### src/rtl/prirv32_lsu.sv
// prirv32_lsu: RV32I load/store unit. Accepts one EXU memory op at a time,
// issues a single word-aligned bus access and writes load results back.
// Ports:
//   clk_i, rst_n                  clock, async active-low reset
//   req_*                         EXU request (valid/ready, we, funct3,
//                                 addr, wdata, rd)
//   mem_req_o/we/addr/be/wdata    bus request, held until mem_gnt_i
//   mem_gnt_i/rvalid_i/rdata_i    bus grant and read response
//   wb_we_o/waddr_o/wdata_o       register-file write port
//   err_bus_o, err_misalign_o     one-cycle error pulses
// Parameter BUS_TIMEOUT: cycles allowed in REQ or WAIT (0 disables).
// Optional macro PRIRV32_LSU_MISALIGN_TRAP_EN: misaligned H/W requests
// are rejected with err_misalign_o instead of having low bits cleared.
module prirv32_lsu #(
    parameter int unsigned BUS_TIMEOUT = 255
) (
    input  logic        clk_i,
    input  logic        rst_n,
    input  logic        req_valid_i,
    output logic        req_ready_o,
    input  logic        req_we_i,
    input  logic [2:0]  req_funct3_i,
    input  logic [31:0] req_addr_i,
    input  logic [31:0] req_wdata_i,
    input  logic [4:0]  req_rd_i,
    output logic        mem_req_o,
    output logic        mem_we_o,
    output logic [31:0] mem_addr_o,
    output logic [3:0]  mem_be_o,
    output logic [31:0] mem_wdata_o,
    input  logic        mem_gnt_i,
    input  logic        mem_rvalid_i,
    input  logic [31:0] mem_rdata_i,
    output logic        wb_we_o,
    output logic [4:0]  wb_waddr_o,
    output logic [31:0] wb_wdata_o,
    output logic        err_bus_o,
    output logic        err_misalign_o
);

    typedef enum logic [1:0] {
        S_IDLE,
        S_REQ,
        S_WAIT
    } state_e;

    state_e      state_q, state_d;
    logic [31:0] cnt_q, cnt_d;
    logic        we_q, we_d;
    logic [2:0]  f3_q, f3_d;
    logic [1:0]  off_q, off_d;
    logic [4:0]  rd_q, rd_d;
    logic        mem_we_q, mem_we_d;
    logic [31:0] mem_addr_q, mem_addr_d;
    logic [3:0]  mem_be_q, mem_be_d;
    logic [31:0] mem_wdata_q, mem_wdata_d;
    logic        wb_we_q, wb_we_d;
    logic [4:0]  wb_waddr_q, wb_waddr_d;
    logic [31:0] wb_wdata_q, wb_wdata_d;
    logic        err_bus_q, err_bus_d;

    logic        in_b, in_h, in_w;
    logic [1:0]  in_off;
    logic [3:0]  st_be;
    logic [31:0] st_data;
    logic        ld_b, ld_h, ld_w;
    logic [31:0] ld_shift;
    logic [31:0] ld_data;
    logic        tmo_hit;
    logic        trap_take;

    // Size decode: funct3[1:0] 00=B, 01=H, 1x=W.
    assign in_b = (req_funct3_i[1:0] == 2'b00);
    assign in_h = (req_funct3_i[1:0] == 2'b01);
    assign in_w = req_funct3_i[1];

    // Offset with misaligned low bits dropped.
    always_comb begin
        in_off = req_addr_i[1:0];
        if (in_h) in_off[0] = 1'b0;
        if (in_w) in_off    = 2'b00;
    end

    always_comb begin
        st_be   = 4'b1111;
        st_data = req_wdata_i;
        unique case (1'b1)
            in_b: begin
                st_be   = 4'b0001 << in_off;
                st_data = {4{req_wdata_i[7:0]}};
            end
            in_h: begin
                st_be   = 4'b0011 << {in_off[1], 1'b0};
                st_data = {2{req_wdata_i[15:0]}};
            end
            in_w: begin
                st_be   = 4'b1111;
                st_data = req_wdata_i;
            end
            default: ;
        endcase
    end

    assign ld_b     = (f3_q[1:0] == 2'b00);
    assign ld_h     = (f3_q[1:0] == 2'b01);
    assign ld_w     = f3_q[1];
    assign ld_shift = mem_rdata_i >> {off_q, 3'b000};

    always_comb begin
        ld_data = mem_rdata_i;
        unique case (1'b1)
            ld_b: ld_data = f3_q[2]
                ? {24'h0, ld_shift[7:0]}
                : {{24{ld_shift[7]}}, ld_shift[7:0]};
            ld_h: ld_data = f3_q[2]
                ? {16'h0, ld_shift[15:0]}
                : {{16{ld_shift[15]}}, ld_shift[15:0]};
            ld_w: ld_data = mem_rdata_i;
            default: ;
        endcase
    end

`ifdef PRIRV32_LSU_MISALIGN_TRAP_EN
    logic in_mis;
    logic err_mis_q;

    assign in_mis = (in_h & req_addr_i[0])
                  | (in_w & (req_addr_i[1:0] != 2'b00));
    assign trap_take = (state_q == S_IDLE)
                     & req_valid_i & in_mis;

    always_ff @(posedge clk_i or negedge rst_n) begin
        if (!rst_n) err_mis_q <= 1'b0;
        else        err_mis_q <= trap_take;
    end

    assign err_misalign_o = err_mis_q;
`else
    assign trap_take      = 1'b0;
    assign err_misalign_o = 1'b0;
`endif

    // Abort on the edge where the cycle count would reach the limit.
    assign tmo_hit = (BUS_TIMEOUT != 0)
                   && ((cnt_q + 32'd1) == 32'(BUS_TIMEOUT));

    always_comb begin
        state_d     = state_q;
        cnt_d       = cnt_q + 32'd1;
        we_d        = we_q;
        f3_d        = f3_q;
        off_d       = off_q;
        rd_d        = rd_q;
        mem_we_d    = mem_we_q;
        mem_addr_d  = mem_addr_q;
        mem_be_d    = mem_be_q;
        mem_wdata_d = mem_wdata_q;
        wb_we_d     = 1'b0;
        wb_waddr_d  = wb_waddr_q;
        wb_wdata_d  = wb_wdata_q;
        err_bus_d   = 1'b0;
        unique case (state_q)
            S_IDLE: begin
                cnt_d = 32'd0;
                if (req_valid_i && !trap_take) begin
                    we_d        = req_we_i;
                    f3_d        = req_funct3_i;
                    off_d       = in_off;
                    rd_d        = req_rd_i;
                    mem_we_d    = req_we_i;
                    mem_addr_d  = {req_addr_i[31:2], 2'b00};
                    mem_be_d    = st_be;
                    mem_wdata_d = st_data;
                    state_d     = S_REQ;
                end
            end
            S_REQ: begin
                if (mem_gnt_i) begin
                    cnt_d   = 32'd0;
                    state_d = we_q ? S_IDLE : S_WAIT;
                end else if (tmo_hit) begin
                    err_bus_d = 1'b1;
                    state_d   = S_IDLE;
                end
            end
            S_WAIT: begin
                if (mem_rvalid_i) begin
                    wb_we_d    = (rd_q != 5'd0);
                    wb_waddr_d = rd_q;
                    wb_wdata_d = ld_data;
                    state_d    = S_IDLE;
                end else if (tmo_hit) begin
                    err_bus_d = 1'b1;
                    state_d   = S_IDLE;
                end
            end
            default: state_d = S_IDLE;
        endcase
    end

    always_ff @(posedge clk_i or negedge rst_n) begin
        if (!rst_n) begin
            state_q     <= S_IDLE;
            cnt_q       <= 32'd0;
            we_q        <= 1'b0;
            f3_q        <= 3'd0;
            off_q       <= 2'd0;
            rd_q        <= 5'd0;
            mem_we_q    <= 1'b0;
            mem_addr_q  <= 32'd0;
            mem_be_q    <= 4'd0;
            mem_wdata_q <= 32'd0;
            wb_we_q     <= 1'b0;
            wb_waddr_q  <= 5'd0;
            wb_wdata_q  <= 32'd0;
            err_bus_q   <= 1'b0;
        end else begin
            state_q     <= state_d;
            cnt_q       <= cnt_d;
            we_q        <= we_d;
            f3_q        <= f3_d;
            off_q       <= off_d;
            rd_q        <= rd_d;
            mem_we_q    <= mem_we_d;
            mem_addr_q  <= mem_addr_d;
            mem_be_q    <= mem_be_d;
            mem_wdata_q <= mem_wdata_d;
            wb_we_q     <= wb_we_d;
            wb_waddr_q  <= wb_waddr_d;
            wb_wdata_q  <= wb_wdata_d;
            err_bus_q   <= err_bus_d;
        end
    end

    assign req_ready_o = (state_q == S_IDLE);
    assign mem_req_o   = (state_q == S_REQ);
    assign mem_we_o    = mem_we_q;
    assign mem_addr_o  = mem_addr_q;
    assign mem_be_o    = mem_be_q;
    assign mem_wdata_o = mem_wdata_q;
    assign wb_we_o     = wb_we_q;
    assign wb_waddr_o  = wb_waddr_q;
    assign wb_wdata_o  = wb_wdata_q;
    assign err_bus_o   = err_bus_q;

endmodule

### config.mk
export PLATFORM = sky130hd
export DESIGN_NAME = prirv32_lsu
export DESIGN_NICKNAME = d
export VERILOG_FILES = /design/src/rtl/prirv32_lsu.sv
export SDC_FILE = /design/constraint.sdc
export NUM_CORES = 1
export LEC_CHECK = 0
export ABC_CLOCK_PERIOD_IN_PS = 2800
export CAP_MARGIN = 30
export CORE_ASPECT_RATIO = 0.5
export CORE_MARGIN = 2
export CORE_UTILIZATION = 43
export DETAILED_ROUTE_END_ITERATION = 16
export GPL_TIMING_DRIVEN = 0
export PLACE_DENSITY = 0.76
export REMOVE_ABC_BUFFERS = 1
export SYNTH_ARGS = -nofsm -noshare
export SYNTH_HDL_FRONTEND = slang
export SYNTH_SLANG_ARGS = --single-unit
export TNS_END_PERCENT = 1
### constraint.sdc
create_clock -name clk_i -period 2.8 [get_ports clk_i]
set_input_delay 0.56 -clock clk_i [delete_from_list [all_inputs] [get_ports clk_i]]
set_output_delay 0.56 -clock clk_i [all_outputs]
set_load 0.02 [all_outputs]
==> results of run 1 <==
==> layer usage <==
layer  share of wire  wire [µm]
met5               0          0
met4           0.027        536
met3           0.041        817
met2            0.50       9821
met1            0.43       8581
==> metrics by stage <==
stage	TNS (ns)	hold slack, ns	instances	setup WS [ns]	util
2_1_floorplan	-24.99	0.2644	696	-0.3615	-
3_3_place_gp	-875.71	0.4642	1140	-5.007	0.5796
3_5_place_dp	-3.229	0.4684	1147	-0.3895	0.5889
4_1_cts	-0.002133	0.1789	1182	-0.002133	0.6298
5_1_grt	-0.4478	0.2016	1189	-0.1609	0.6348
6_report	-0.02607	0.1654	1189	-0.02607	0.6348
==> cells in the final DEF, fill, tap and decap left out, types with 13 or more instances in the layout <==
cell | netlist | final
o21ai_0 | 60 | 58
nor2_1 | 86 | 86
dfrtp_1 | 150 | 148
clkdlybuf4s50_1 | 0 | 216
clkbuf_16 | 0 | 17
nand2_1 | 106 | 105
xnor2_1 | 18 | 18
a21oi_1 | 59 | 59
mux2i_1 | 38 | 38
nand3_1 | 13 | 13
xor2_1 | 13 | 13
mux2_2 | 49 | 49
==> sequential cells by signal, summed over array words and instances (netlist names), 2 cells and up <==
name,cells
wb_waddr_o,5
mem_addr_o,30
state_q,2
wb_wdata_o,32
rd_q,5
off_q,2
cnt_q,32
mem_wdata_o,32
f3_q,3
mem_be_o,4
==> final timing paths <==
check	depth (start not counted)	end	from
min in group clk_i	2	wb_wdata_o[7]	wb_wdata_o[7]
hold / removal	1	mem_wdata_o[26]	rst_n
hold reg to reg	2	wb_wdata_o[7]	wb_wdata_o[7]
setup / recovery	8	err_bus_o	cnt_q[0]
max in group asynchronous	2	cnt_q[12]	rst_n
setup reg to reg	8	err_bus_o	cnt_q[0]
==> power by group <==
group / switching [mW] / internal, mW / leakage, nW / total [mW]
registers: 0.583 / 3.00 / 1.87 / 3.58
clock network: 0.917 / 1.42 / 0.289 / 2.34
logic: 2.38 / 2.25 / 2.21 / 4.63
==> area by class of cell <==
cell class,count,area (µm²),share of cell area
clock buffers,19,442.9,0.04235
clock inverters,13,155.1,0.01484
inverters,10,37.54,0.003589
well taps,227,284.0,0.02716
flip-flops and latches,150,3756,0.3592
multi-input cells,536,3377,0.3229
repair buffers,234,2405,0.2300
==> critical path, stage by stage (launching register included) <==
cell and delay [ns]:
dfrtp_1 0.39, ha_4 0.18, nand4_4 0.10, or4_4 0.55
or3_1 0.35, a211o_1 0.22, a2111o_1 0.41, nor4_4 0.36
and3_1 0.20
==> cell families (layout without fill, tap and decap cells) <==
| kind of cell | after synthesis | count (layout) | synth area share |
|---|---|---|---|
| simple gates | 265 | 265 | 0.1666 |
| flops | 150 | 150 | 0.5148 |
| compound gates | 143 | 143 | 0.1062 |
| mux | 88 | 88 | 0.1309 |
| buf+inv | 59 | 276 | 0.03329 |
| xor+xnor | 31 | 31 | 0.03724 |
| fa+ha+maj | 6 | 6 | 0.01030 |
| other cells | 1 | 3 | 0.0005144 |
==> repair_timing <==
item / in CTS / in global routing
resized for setup: 9 / 6
setup endpoints to repair: 4 / 3
setup buffers: 3 / 7
pin swaps: 3 / 6
==> impl_metrics.env, run 1 <==
export IMPL_drt_pass1_iter_count=5
export IMPL_die_h_um=96.08
export IMPL_slew_headroom=0.4314
export IMPL_root_buffer="clkbuf_16"
export IMPL_cts_tree="built"
export IMPL_dieArea_um2=18080
export IMPL_drc=0
export IMPL_hp_class="input pin to asynchronous set/reset pin"
export IMPL_drv_cap=0
export IMPL_skew_ns=0.01026
export IMPL_fin_crit_sh=1.009
export IMPL_drive_above_1_share=0.1227
export IMPL_grt_overflow_total=0
export IMPL_clock_path_buffers=2
export IMPL_worst_slew_pin_slew_ns=0.8529
export IMPL_fill_cells=1335
export IMPL_grt_pass1_vias=6204
export IMPL_worstSetupPathType="flip-flop to flip-flop"
export IMPL_htree_levels=4
export IMPL_synth_yosys_seq_area_share=0.5148
export IMPL_dp_hpwl_mm=13.95
export IMPL_vias=6142
export IMPL_synth_edf_count=0
export IMPL_fin_nets=1065
export IMPL_io_buffers=217
export IMPL_drtIter0Drc=309
export IMPL_power_density_nw_per_um2=1009
export IMPL_p_leak_nw=4.364
export IMPL_placed_area_um2=9702
export IMPL_grt_first_pass_wirelength_mm=31.88
export IMPL_design_area_um2=10460
export IMPL_holdBufCountCts=0
export IMPL_synth_largest_area_cell="dfrtp_1"
export IMPL_busiest_layer="met2"
export IMPL_synth_cell_type_count=50
export IMPL_areaGrowthSynthToFinish_pct=43.44
export IMPL_final_max_slew_viol_count=0
export IMPL_grt_use_total=0.2261
export IMPL_grt_start_max_net_pins=90
export IMPL_gp_congestion=0.8283
export IMPL_grt_util_met3=0.04302
export IMPL_num_antenna_cells=0
export IMPL_setup_viol=1
export IMPL_synthesis_area_um2=7291
export IMPL_synth_top_cell_area_share=0.5148
export IMPL_ir_drop_mv=0.6563
export IMPL_antenna_found_initial=0
export IMPL_cp_max_fo=4
export IMPL_synth_common_cells="dfrtp_1 (150), nand2_1 (106), nor2_1 (86)"
export IMPL_totalPowerFinal_mw=10.55
export IMPL_fmax_mhz=353.8
export IMPL_num_rows=33
export IMPL_synth_warnings=0
export IMPL_cts_made_buffers=17
export IMPL_end_kind="flip-flop"
export IMPL_ant_nets=0
export IMPL_violations="setup timing"
export IMPL_yosysMostFrequentCell="dfrtp_1"
export IMPL_ys_ff_latch=150
export IMPL_critPathLaunchType="flip-flop"
export IMPL_ff2ff_setup_slack_ns=-0.03
export IMPL_ios=221
export IMPL_async_reset_ff_frac=1.000
export IMPL_core_area_um2=16470
export IMPL_die_w_um=188.1
export IMPL_initial_core_util=0.4425
export IMPL_synth_flop_cell="dfrtp_1"
export IMPL_synth_area_leaders="dfrtp_1 (51%), mux2_2 (7.6%), nand2_1 (5.5%)"
export IMPL_critical_path_required_ns=3.16
export IMPL_worstPathArrival_ns=3.18
export IMPL_syn_area_per_cell_um2=9.813
export IMPL_clock_sinks=150
export IMPL_min_period_ns=2.826
export IMPL_worst_slack_ns=-0.02607
export IMPL_totalWireLength_mm=19.76
export IMPL_via_per_inst=5.166
export IMPL_status="complete, but fails checks"
export IMPL_synthCells=743
export IMPL_clk_pin_slew_worst_paths_ns=0.07
export IMPL_rsz0062_at_grt="yes"
export IMPL_wl_per_cell_um=16.62
export IMPL_grt_use_met2=0.3979
export IMPL_hold_viol_final=0
export IMPL_clkLatencyLatePin_ns=0.42
export IMPL_use_met1=0.2789
No activity file was read; power rests on OpenSTA's default activity.
==> run 2, diff against run 1 <==
CTS_CLUSTER_DIAMETER = 200   (was not set)
==> results of run 2 <==
Final layout, timing and power as in run 1 (identical DEF).
